File: src/rtl/mem_pkg.sv
// Shared types and helpers for the byte-serial store path.
// Store sizes follow the req_size encoding; byte lanes are emitted big-endian.
package mem_pkg;

  typedef enum logic [1:0] {
    SZ_BYTE = 2'b00,
    SZ_HALF = 2'b01,
    SZ_WORD = 2'b10,
    SZ_BAD  = 2'b11
  } sz_e;

  typedef enum logic [1:0] {
    ST_IDLE   = 2'b00,
    ST_WRITE  = 2'b01,
    ST_FINISH = 2'b10
  } st_e;

  // Number of byte writes for a store size; 0 for the invalid encoding.
  function automatic logic [2:0] size_to_count(input sz_e size);
    logic [2:0] n;
    case (size)
      SZ_BYTE: n = 3'd1;
      SZ_HALF: n = 3'd2;
      SZ_WORD: n = 3'd4;
      default: n = 3'd0;
    endcase
    return n;
  endfunction

  // Byte k of a store, most significant used byte first.
  function automatic logic [7:0] store_byte(input logic [31:0] data,
                                            input sz_e         size,
                                            input logic [1:0]  k);
    logic [7:0] b;
    b = '0;
    case (size)
      SZ_WORD: begin
        case (k)
          2'd0:    b = data[31:24];
          2'd1:    b = data[23:16];
          2'd2:    b = data[15:8];
          default: b = data[7:0];
        endcase
      end
      SZ_HALF: b = (k == 2'd0) ? data[15:8] : data[7:0];
      SZ_BYTE: b = data[7:0];
      default: b = '0;
    endcase
    return b;
  endfunction

endpackage

File: src/rtl/byte_store_unit.sv
// Serializes a byte/half/word store into one byte RAM write per clock,
// big-endian, with address wrap modulo 2^ADDR_W.
module byte_store_unit
  import mem_pkg::*;
#(
  parameter int unsigned ADDR_W = 8
) (
  input  logic              clk,
  input  logic              rst,
  input  logic              req,
  input  logic [ADDR_W-1:0] req_addr,
  input  logic [31:0]       req_data,
  input  logic [1:0]        req_size,
  output logic              ready,
  output logic              mem_we,
  output logic [ADDR_W-1:0] mem_addr,
  output logic [7:0]        mem_wdata,
  output logic              done,
  output logic              err
);

  st_e               r_state;
  logic [ADDR_W-1:0] r_addr;
  logic [31:0]       r_data;
  sz_e               r_size;
  logic [1:0]        r_cnt;
  logic [1:0]        r_last;
  logic              r_err;

  sz_e               w_size;
  logic [2:0]        w_count;
  logic [2:0]        w_count_m1;
  logic              w_accept;

  assign w_size     = sz_e'(req_size);
  assign w_count    = size_to_count(w_size);
  assign w_count_m1 = w_count - 3'd1;
  assign w_accept   = req && (r_state == ST_IDLE);

  always_ff @(posedge clk) begin
    if (rst) begin
      r_state <= ST_IDLE;
      r_addr  <= '0;
      r_data  <= '0;
      r_size  <= SZ_BYTE;
      r_cnt   <= '0;
      r_last  <= '0;
      r_err   <= 1'b0;
    end else begin
      case (r_state)
        ST_IDLE: begin
          if (w_accept) begin
            r_addr <= req_addr;
            r_data <= req_data;
            r_size <= w_size;
            r_cnt  <= '0;
            r_last <= w_count_m1[1:0];
            if (w_size == SZ_BAD) begin
              r_err   <= 1'b1;
              r_state <= ST_FINISH;
            end else begin
              r_err   <= 1'b0;
              r_state <= ST_WRITE;
            end
          end
        end
        ST_WRITE: begin
          if (r_cnt == r_last) begin
            r_state <= ST_FINISH;
          end else begin
            r_cnt <= r_cnt + 2'd1;
          end
        end
        ST_FINISH: begin
          r_state <= ST_IDLE;
        end
        default: begin
          r_state <= ST_IDLE;
        end
      endcase
    end
  end

  // Outputs decode only from state, counter and latched fields; ready is state-only.
  always_comb begin
    ready     = (r_state == ST_IDLE);
    mem_we    = 1'b0;
    mem_addr  = '0;
    mem_wdata = '0;
    done      = 1'b0;
    err       = 1'b0;
    case (r_state)
      ST_WRITE: begin
        mem_we    = 1'b1;
        mem_addr  = r_addr + ADDR_W'(r_cnt);
        mem_wdata = store_byte(r_data, r_size, r_cnt);
      end
      ST_FINISH: begin
        done = !r_err;
        err  = r_err;
      end
      default: begin
      end
    endcase
  end

endmodule
File: config.mk
export PLATFORM = sky130hd
export DESIGN_NAME = byte_store_unit
export DESIGN_NICKNAME = d
export VERILOG_FILES = /design/src/rtl/mem_pkg.sv /design/src/rtl/byte_store_unit.sv
export SDC_FILE = /design/constraint.sdc
export NUM_CORES = 1
export LEC_CHECK = 0
export CORE_MARGIN = 2
export CORE_UTILIZATION = 44
export DETAILED_ROUTE_END_ITERATION = 7
export PLACE_DENSITY_LB_ADDON = 0.3
export SYNTH_ARGS = -nofsm -noshare
export SYNTH_HDL_FRONTEND = slang
export SYNTH_SLANG_ARGS = --single-unit
File: constraint.sdc
create_clock -name clk -period 1.5 [get_ports clk]
set_clock_uncertainty 0.1 [all_clocks]
set_input_delay 0.15 -clock clk [delete_from_list [all_inputs] [get_ports clk]]
set_output_delay 0.15 -clock clk [all_outputs]
set_load 0.02 [all_outputs]
; After elaboration in Yosys (flattened, before gate mapping)
; Index checks and enable logic that the tools add are counted.
[word_totals]
out_inout_bits = 20
elab_cells = 50
input_bits = 45
reg_bits = 49
[op_classes]
n_eq_ne = 13
add_sub_neg = 3
reduce_logical = 10
mux = 17
[ops]
columns = op, n
row1 = $pmux W8 S3, 2
row2 = $mux W8, 3
row3 = $eq A2 B2 Y1 const B, 5
row4 = $mux W2, 5
row5 = $add A8 B2 Y8, 1
row6 = $eq A2 B1 Y1 const B, 4
row7 = $logic_not A2 Y1, 4
row8 = $pmux W2 S2, 2
row9 = $pmux W2 S3, 1
row10 = $mux W1, 4
row11 = $ne A2 B2 Y1 const B, 2
row12 = $reduce_and A2 Y1, 2
row13 = $reduce_and A3 Y1, 1
row14 = $add A2 B1 Y2 const B, 1
row15 = $eq A2 B2 Y1, 1
row16 = $ne A2 B1 Y1 const B, 1
row17 = $reduce_bool A2 Y1, 1
row18 = $sub A2 B1 Y2 const B, 1
row19 = $logic_and A1 B1 Y1, 1
row20 = $logic_not A1 Y1, 1

; Depth between registers and ports, before layout
; Gate-level depths: netlist (run 1).
[depth]
depth_word = 4
ltp_mapped = 6
ltp_nobuf = 5

; Worst setup path before layout (run 1)
; No wires, ideal clock.
[synth_timing]
path_kind = register to output
start = register r_cnt[1]
end = output port mem_wdata[5]
stages_incl_launch_ff = 7
path_slack_ps = -375
arrival_ps = 1625
required_time_ps = 1250
n_path_buf = 2
path_cell_list = dfxtp_1 ha_1 buf_2 buf_2 a21oi_1 a221o_1 a21oi_1
[synth_between]
elab_chain_len = 4
elab_cells_between_ends = 7
classes_between = 2 x eq/ne / 4 x mux / 1 x reduce/logical
[synth_lines]
columns = item, line
row1 = start: declaration, byte_store_unit.sv:26  ; logic [1:0] r_cnt;
row2 = start signal: assignment, byte_store_unit.sv:71  ; r_cnt <= r_cnt + 2'd1;
row3 = $eq A2 B2 Y1 (tied with other cells), mem_pkg.sv:38  ; case (k)
row4 = $pmux W8 S3 / $mux W8 (equally long branches), "mem_pkg.sv:38, mem_pkg.sv:45"
row5 = $pmux W8 S3 *, mem_pkg.sv:36  ; case (size)
row6 = $mux W8 *, byte_store_unit.sv:92  ; case (r_state)
row7 = end: declaration, byte_store_unit.sv:17  ; output logic [7:0] mem_wdata,
; Mark *: on every way between the ends. The rest lies on a longest branch, timed or not.

; Worst setup path in the final report (run 1)
[layout_timing]
start = register r_cnt[1]
end = output port mem_wdata[4]
; Same word-level chain as after synthesis.

==> results of run 1 <==
[cell type report]
class | count | area (sq um) | area share (%)
clock inverters | 2 | 17.5 | 0.396
multi-input cells | 244 | 1950 | 44.1
flip-flops and latches | 49 | 993 | 22.5
repair buffers | 119 | 1230 | 27.9
inverters | 12 | 52.6 | 1.19
clock buffers | 6 | 82.6 | 1.87
well taps | 72 | 90.1 | 2.04
[path summary, 6_finish.rpt]
| check | startpoint | end | slack [ns] | cells after the start |
|---|---|---|---|---|
| min | req_data[5] | r_data[5] | 0.28 | 3 |
| max reg2reg | r_state[1] | r_last[0] | -0.08 | 7 |
| max | r_cnt[1] | mem_wdata[4] | -0.61 | 7 |
| min reg2reg | r_data[3] | r_data[3] | 0.39 | 2 |
[sequential cells by signal (all words and copies together) (netlist names)]
name,cells
r_cnt,2
r_state,2
r_last,2
r_addr,8
r_err,1
r_size,2
r_data,32
[metal layers]
metal,GRT usage (%),up-vias
met1,30.3,1383
li1,-,1341
met4,5.76,0
met5,0,-
met2,38.4,136
met3,4.27,30
[worst max-delay path, delay by kind of cell (launching register included)]
kind	cells	cell delay, ns
AOI/OAI and AO/OA	2	0.41
adders and majority gates	1	0.19
buffers and inverters	3	0.36
DFF	1	0.43
and+or+nand+nor	1	0.17
[logic make-up after synthesis]
| group | count (synthesis) | share of synthesized area [%] |
|---|---|---|
| DFF | 49 | 38.4 |
| and+or+nand+nor | 125 | 22.0 |
| muxes | 2 | 0.833 |
| xor gates and xnor gates | 4 | 1.37 |
| adders and majority gates | 7 | 3.73 |
| AOI/OAI and AO/OA | 105 | 25.5 |
| buffers and inverters | 36 | 8.14 |
[cell usage in the layout, fill, tap and decap left out, types with 4 or more instances in the layout]
master           synthesis  layout
a21oi_2                  1      24
nand2_1                 89      55
ha_4                     0       5
and3_1                   8       8
nand2_2                  1      19
a21oi_4                  1      13
inv_1                   11       8
clkdlybuf4s50_1          0      44
dfxtp_2                  0       4
a21boi_0                 8       4
a21oi_1                 65      30
o21bai_2                 0       6
nand2_4                  0      16
dfxtp_1                 49      43
a21boi_1                 0       4
buf_4                    0      30
a221o_1                  8       8
clkbuf_16                0       4
buf_6                    9      34
a22oi_1                  8       6
clkbuf_8                 0       6
[what timing repair did]
item	4_1_cts	5_1_grt
gates resized for setup	140	97
setup buffers	4	5
pin swaps	8	32
endpoints found under the hold margin	0	0
endpoints found under the setup margin	54	65
cloned	0	10
[power groups by stage]
stage,Combinational (mW),Sequential [mW],Clock (mW)
after floorplan,0.424,1.48,0
after global placement,0.695,1.48,0
after detailed placement,0.713,1.48,0
after CTS,0.747,1.46,0.841
after global routing,1.10,1.50,0.898
final,1.04,1.49,0.866
==> reports/results.ini, run 1 <==
[sta]
fin_crit_ns=2.11
fmax_mhz=474
hold_viol_final=0
setup_violations=34
worstMarginPinSlew_ns=0.407
tns_ns=-8.53
period_share_pct=141
maxSlewHeadroom_pct=72.8
rsz0062_at_grt=yes
holdWs_ns=0.285
setup_ws_ns=-0.609
finalMaxSlewViolations=0

[synthesis]
ys_ff_latch=49
ys_types=40
synthFlopType=dfxtp_1
synth_most_common_cell=nand2_1
synth_top_cell_by_area=dfxtp_1
synth_common_cells=nand2_1 (89), a21oi_1 (65), dfxtp_1 (49), inv_1 (11), clkbuf_1 (10)
seq_area_frac_synth_pct=38.4
netlist.area_leader.share_pct=38.4
avgSynthCellArea_sq_um=7.78
syn_area_sq_um=2550
ys.warnings.count=0
synth_nets=380
yosys-top-cells-area=dfxtp_1 (38%), nand2_1 (13%), a21oi_1 (13%)
synth_edf_count=0
synthCells=328
synthArstFlopShare_pct=0

[detailed_routing]
met2_length_microns=4530
route.detailed.drc=0
dr.pass1.iters=5
met3_length_microns=558
viasPerCell=5.73
met1_length_microns=3900
drt_iter0_drc=253
wl_per_cell_microns=18.6
top_layer=met4
ant_nets=0
wirelength_microns=9360
num_vias=2890

[worst_hold_path]
hold_class=input pin to flip-flop

[floorplan]
start_util_pct=46.1
dieHeight_microns=80.2
row_count=27
die-area_sq_um=6430
die_w_microns=80.2
io_pins=65
core_sq_um=5540

[final_layout]
final_layout_size_suffix_gt1_share_pct=45.8
fillers=352
area_growth_pct=73.1
fin_area_sq_um=4420
nNetsFinal=483
n_antenna_cell=0
finish.utilization_pct=79.8
fin_cells=504

[outcome]
violations=negative setup slack
status=finished, violations left

[power_and_ir_drop]
clockPowerShare_pct=25.5
power_switching_mw=1.10
total_power_mw=3.39
p_int_mw=2.30
p_sw_share_pct=32.3
p_comb_share_pct=30.6
ir_worst_vdd_mv=0.651
seqPwrFrac_pct=43.9
power_density_nw_per_um2=768
p_leak_nw=1.66

[global_route]
grt_max_degree=36
grt_pass1_wl_microns=11600
grt_pass1_vias=2441
grt_antenna_before_repair=0
track_usage_pct=22.9
grt-ovfl-total=0

[cts]
htree_num_levels=2
postCtsHoldBufs=0
clockBufferDepth=2
cts_root_buf=clkbuf_8
path_clk_slew_ns=0.10
cts_buffers=5
cts_tree=done
worstSkewPairLatency_ns=0.30
cts_sinks=49

[critical_path]
max_stage_delay_ns=0.43
start_kind=flip-flop
crit_arrival_ns=1.86
worstPathMaxFanout=7
criticalPathCategory=flip-flop to primary output
cp.required_ns=1.25
path_cells=inv_4 -> ha_4 -> buf_4 -> and3_1 -> o21bai_1 -> a21oi_4 -> buf_6
critPathSlowestCell=dfxtp_4
end_kind=primary output

[flow_run]
maxCapViolCount=0

[placement]
dp_hpwl_microns=5040
numPortBuffers=64
gp_congestion=0.927
placed_area_sq_um=3630
dp.cells=477
preCtsSetupSlack_ns=-0.758

Note: power is estimated with default switching activity, not from simulation.
==> run 2, diff against run 1 <==
PLACE_DENSITY = 0.76   (was default)
PLACE_DENSITY_LB_ADDON = default   (was 0.3)
==> reports/results.ini, run 2 (same netlist as run 1, synthesis figures left out) <==
[outcome]
status=finished, violations left
violations=negative setup slack

[placement]
dp_hpwl_microns=5160  ; +2.4%
numPortBuffers=64  ; unchanged
preCtsSetupSlack_ns=-0.833  ; -0.0755 ns
dp.cells=478  ; +0.21%
gp_congestion=0.891  ; -3.9%

[global_route]
grt_pass1_wl_microns=11500  ; -0.60%
grt_antenna_before_repair=0  ; unchanged
track_usage_pct=22.8  ; -0.12 points
grt_max_degree=36  ; unchanged
grt-ovfl-total=0  ; unchanged
grt_pass1_vias=2475  ; +1.4%

[final_layout]
fillers=334  ; -5.1%
largest_reg_flops=32  ; unchanged
layout_commonest_cell=nand2_1
max_flop_register=r_data
final_layout_size_suffix_gt1_share_pct=44.5  ; -1.3 points
nNetsFinal=487  ; +0.83%
final_cell_mix=nand2_1 (66), clkdlybuf4s50_1 (44), dfxtp_1 (43)
reg_top3=r_data: 32 flops, r_addr: 8 flops
finish.utilization_pct=80.2  ; +0.45 points
fin_cells=508  ; +0.79%
area_growth_pct=74.1
n_antenna_cell=0  ; unchanged

[detailed_routing]
wirelength_microns=10200  ; +9.0%
route.detailed.drc=0  ; unchanged
dr.pass1.iters=5  ; unchanged
viasPerCell=5.99  ; +4.4%
wl_per_cell_microns=20.1  ; +8.2%
num_vias=3041  ; +5.2%
drt_iter0_drc=416  ; +64%
ant_nets=0  ; unchanged

[worst_hold_path]
hold_class=input pin to flip-flop

[power_and_ir_drop]
ir_worst_vdd_mv=0.957  ; +47%
p_comb_share_pct=29.5  ; -1.1 points
power_switching_mw=1.08  ; -1.2%
power_density_nw_per_um2=776  ; +1.1%
seqPwrFrac_pct=43.1  ; -0.8 points
p_sw_share_pct=31.4  ; -0.92 points
total_power_mw=3.45  ; +1.7%
p_leak_nw=1.66  ; +0.12%
clockPowerShare_pct=27.4  ; +1.9 points
p_int_mw=2.37  ; +3.1%

[cts]
cts_root_buf=clkbuf_8
path_clk_slew_ns=0.10  ; about the same
cts_tree=done
cts_sinks=49  ; unchanged
worstSkewPairLatency_ns=0.31  ; about the same
htree_num_levels=2  ; unchanged
cts_buffers=5  ; unchanged
clockBufferDepth=2  ; unchanged
postCtsHoldBufs=0  ; unchanged

[floorplan]
die-area_sq_um=6430  ; unchanged
start_util_pct=46.1  ; unchanged
dieHeight_microns=80.2  ; unchanged
die_w_microns=80.2  ; unchanged
core_sq_um=5540  ; unchanged
row_count=27  ; unchanged
io_pins=65  ; unchanged

[critical_path]
critPathCapture=mem_wdata[3]
r2r_slack_ns=-0.08  ; about the same
end_kind=primary output
start_kind=flip-flop
worstReg2RegStart=r_state[1]
cp-startpoint=r_cnt[1]
reg2reg_depth=5  ; -2
worstPathMaxFanout=6  ; -1
criticalPathCategory=flip-flop to primary output
crit_arrival_ns=1.86  ; about the same
reg2reg_to=r_data[1]
cp.required_ns=1.25  ; about the same

[sta]
setup_violations=40  ; +18%
hold_viol_final=0  ; unchanged
period_share_pct=141  ; +0.35 points
holdWs_ns=0.276  ; -0.00941 ns
worstMarginPinSlew_ns=0.374  ; -0.0333 ns
finalMaxSlewViolations=0  ; unchanged
setup_ws_ns=-0.614  ; -0.00518 ns
fin_crit_ns=2.11  ; +0.00518 ns
fmax_mhz=473  ; -0.25%
rsz0062_at_grt=yes
maxSlewHeadroom_pct=75.1  ; +2.2 points

[flow_run]
maxCapViolCount=0  ; unchanged

-- run 2: cell count changes in the layout (fill, tap and decap cells not counted), sizes merged --
| cell | previous run | this run |
|---|---|---|
| buf | 69 | 74 |
| clkbuf | 10 | 11 |
| clkinv | 1 | 0 |
| inv | 13 | 12 |
-- run 2: timing repair --
action	4_1_cts	5_1_grt
resized for setup	140	96
hold endpoints to repair	0	0
buffers inserted	3	11
pin swaps	10	45
gates cloned	0	8
endpoints found under the setup margin	40	63
-- run 2: final cells by class --
cell class              count  area (sq um)  area share, %
multi-input cells         244          1950           43.8
repair buffers            123          1250           28.1
flip-flops and latches     49           993           22.4
clock buffers               8           111           2.51
well taps                  72          90.1           2.03
inverters                  12          55.1           1.24
-- run 2: critical path: stages, from the launching register on --
cell and delay [ns]:
dfxtp_4 0.40, inv_6 0.09, ha_4 0.18, buf_6 0.13
a22oi_1 0.10, a221o_1 0.37, a21oi_4 0.14, buf_6 0.13
-- run 2: worst min-delay path by stage --
| stage | start | endpoint | slack, ns | depth (start not counted) |
|---|---|---|---|---|
| floorplan | req_data[16] | r_data[16] | 0.19 | 2 |
| global placement | r_data[16] | r_data[16] | 0.34 | 2 |
| detailed placement | r_data[25] | r_data[25] | 0.35 | 2 |
| CTS | req_addr[0] | r_addr[0] | 0.28 | 3 |
| global route | req_data[29] | r_data[29] | 0.28 | 3 |
| finish | req_data[13] | r_data[13] | 0.28 | 3 |
-- run 2: power groups by stage --
stage,clock network (mW),registers [mW],logic [mW]
floorplan,0,1.48,0.424
global placement,0,1.49,0.696
detailed placement,0,1.49,0.710
CTS,0.919,1.46,0.745
global route,1.00,1.49,1.07
finish,0.946,1.49,1.02
-- run 2: stage by stage --
stage	instance area (sq um)	setup TNS (ns)
floorplan	2790	-1.28
global placement	3640	-16.85
detailed placement	3640	-17.88
CTS	3890	-7.71
global route	4440	-10.07
finish	4440	-8.97
-- run 2: per-layer routing --
layer | vias to the layer above | GRT usage [%] | share of wire [%]
met4 | 0 | 6.27 | 4.6
met3 | 60 | 4.16 | 8.9
li1 | 1341 | - | -
met2 | 182 | 39.7 | 49
met1 | 1458 | 28.8 | 38
met5 | - | 0 | 0
==> run 3, diff against run 2 <==
ABC_AREA = 1   (was default)
PLACE_DENSITY = 0.77   (was 0.76)
==> reports/results.ini, run 3 <==
[synthesis]
synth_top_family_by_area=simple AND/OR/NAND/NOR gates
synth_most_common_cell=nor2_1
synth_edf_count=0  ; unchanged
ys.warnings.count=0  ; unchanged
avgSynthCellArea_sq_um=7.00  ; -10%
synth-simple-area-share_pct=25.2  ; +3.2 points
synth_xor_area_share_pct=0.359  ; -1.0 points
synth_nets=401  ; +5.5%
synth_common_cells=nor2_1 (75), dfxtp_1 (49), o21ai_0 (43), nand2_1 (41), a21oi_1 (37)
synthFlopType=dfxtp_1
synthAdderAreaFrac_pct=3.89  ; +0.17 points
muxShareOfSynthArea_pct=0  ; -0.83 points
synth_compound_area_share_pct=21.8  ; -3.7 points
ys_types=29  ; -28%
synthCells=349  ; +6.4%
synth_top_cell_by_area=dfxtp_1
syn_area_sq_um=2440  ; -4.3%
synthArstFlopShare_pct=0  ; unchanged
seq_area_frac_synth_pct=40.2  ; +1.7 points
netlist.area_leader.share_pct=40.2  ; +1.7 points
ys_ff_latch=49  ; unchanged
yosys-top-cells-area=dfxtp_1 (40%), nor2_1 (12%), o21ai_0 (8.8%)

[detailed_routing]
num_vias=2745  ; -9.7%
wl_per_cell_microns=15.0  ; -25%
drt_iter0_drc=260  ; -38%
top_layer=met4
dr.pass1.iters=4  ; -1
met3_length_microns=500  ; -45%
wirelength_microns=7740  ; -24%
ant_nets=0  ; unchanged
viasPerCell=5.32  ; -11%
met2_length_microns=3880  ; -22%
route.detailed.drc=0  ; unchanged
met1_length_microns=3030  ; -21%

[placement]
gp_congestion=0.893  ; +0.24%
numPortBuffers=64  ; unchanged
dp.cells=501  ; +4.8%
preCtsSetupSlack_ns=-0.621  ; +0.212 ns
placed_area_sq_um=3440  ; -5.4%
dp_hpwl_microns=4690  ; -9.1%

[critical_path]
reg2reg_depth=8  ; +3
start_kind=flip-flop
r2r_slack_ns=0.12  ; +0.20 ns
cp.required_ns=1.25  ; about the same
worstPathMaxFanout=3  ; -3
worstReg2RegStart=r_cnt[1]
criticalPathCategory=flip-flop to primary output
end_kind=primary output
crit_arrival_ns=1.77  ; -0.09 ns
reg2reg_to=r_cnt[1]

[worst_hold_path]
hold_path_startpoint=req_data[6]
hold_depth=3  ; unchanged
hold_class=input pin to flip-flop
holdPathEnd=r_data[6]

[cts]
htree_num_levels=2  ; unchanged
cts_buffers=5  ; unchanged
worstSkewPairLatency_ns=0.30  ; about the same
cts_root_buf=clkbuf_8
clockBufferDepth=2  ; unchanged
postCtsHoldBufs=0  ; unchanged
cts_tree=done
cts_sinks=49  ; unchanged
path_clk_slew_ns=0.09  ; about the same

[outcome]
status=finished, violations left
violations=negative setup slack

[sta]
setup_ws_ns=-0.520  ; +0.0937 ns
holdWs_ns=0.346  ; +0.0703 ns
finalMaxSlewViolations=0  ; unchanged
hold_viol_final=0  ; unchanged
fmax_mhz=495  ; +4.6%
rsz0062_at_grt=yes
maxSlewHeadroom_pct=82.8  ; +7.7 points
period_share_pct=135  ; -6.2 points
fin_crit_ns=2.02  ; -0.0937 ns
setup_violations=15  ; -63%
worstMarginPinSlew_ns=0.256  ; -0.118 ns

[floorplan]
core_sq_um=5440  ; -1.8%
io_pins=65  ; unchanged
start_util_pct=44.9  ; -1.2 points
die-area_sq_um=6160  ; -4.1%
dieHeight_microns=78.5  ; -2.1%
row_count=27  ; unchanged
die_w_microns=78.5  ; -2.1%

[final_layout]
area_growth_pct=57.2
final_cell_mix=nor2_1 (63), clkdlybuf4s50_1 (44), dfxtp_1 (43)
max_flop_register=r_data
nNetsFinal=496  ; +1.8%
n_antenna_cell=0  ; unchanged
reg_top3=r_data: 32 flops, r_addr: 8 flops
fin_cells=516  ; +1.6%
fin_area_sq_um=3840  ; -14%
largest_reg_flops=32  ; unchanged
final_layout_size_suffix_gt1_share_pct=32.0  ; -13 points
finish.utilization_pct=70.6  ; -9.6 points
layout_commonest_cell=nor2_1

[global_route]
grt_pass1_wl_microns=11100  ; -3.4%
grt_pass1_vias=2482  ; +0.28%
grt_max_degree=31  ; -14%
track_usage_pct=23.0  ; +0.18 points
grt_antenna_before_repair=0  ; unchanged
grt-ovfl-total=0  ; unchanged

[power_and_ir_drop]
p_leak_nw=1.58  ; -5.3%
power_density_nw_per_um2=841  ; +8.3%
ir_worst_vdd_mv=0.520  ; -46%

[flow_run]
maxCapViolCount=0  ; unchanged

run 3: cell types whose count changed in the layout (fill, tap and decap cells not counted), sizes merged, moves of 8 or more:
cell / before / now
nand3: 3 / 22
buf: 74 / 62
o21bai: 8 / 0
inv: 12 / 25
a221o: 8 / 0
o21ai: 2 / 53
nor2: 5 / 78
a22oi: 8 / 0
nand2: 90 / 43
o21a: 0 / 8
a21oi: 67 / 38
run 3: worst max-delay path by stage:
stage                     startpoint     endpoint  cells after the start
after global routing        r_cnt[0]  mem_addr[6]                      8
after floorplan             r_cnt[0]  mem_addr[6]                      7
final                       r_cnt[0]  mem_addr[6]                      8
after detailed placement    r_cnt[0]  mem_addr[6]                      8
after CTS                   r_cnt[0]  mem_addr[6]                      8
after global placement      r_cnt[0]  mem_addr[6]                      8
run 3: per-layer routing:
metal / up-vias / GRT usage [%]
met1: 1280 / 27.3
li1: 1337 / -
met5: - / 0
met4: 0 / 10.2
met2: 101 / 39.2
met3: 27 / 5.52
run 3: logic make-up after synthesis:
logic type,Yosys count
buffers and inverters,44
and+or+nand+nor,147
adders and majority gates,7
AOI/OAI and AO/OA,101
xor gates and xnor gates,1
DFF,49
run 3: per-stage QoR:
step / power [mW] / TNS, ns
2_1_floorplan: 1.97 / -0.404
3_3_place_gp: 2.32 / -8.05
3_5_place_dp: 2.34 / -8.43
4_1_cts: 3.16 / -6.07
5_1_grt: 3.38 / -7.63
6_report: 3.23 / -6.55
run 3: report_power, final:
group          internal [mW]  total [mW]  switching [mW]
clock                  0.367       0.787           0.420
sequential              1.43        1.53           0.100
combinational          0.437       0.916           0.479
run 3: worst max-delay path: stages (launching register included):
cell and delay [ns]:
dfxtp_4 0.37, ha_4 0.17, fa_2 0.37, nand2_2 0.12, nor2_4 0.05, nand2_2 0.08, o21ai_2 0.05, a21oi_2 0.10
buf_4 0.15
run 3: repair_timing:
item	CTS	global route
gates resized for setup	131	52
pin swaps	13	26
setup buffers	6	2
endpoints found under the setup margin	20	20
run 3: layout make-up:
cell class                 count  area (sq um)
inverter                      25           106
multi-input combinational    256          1540
fill                         383          1600
clock buffer                   7          86.3
timing repair buffer         107          1020
sequential                    49           993
tap                           72          90.1
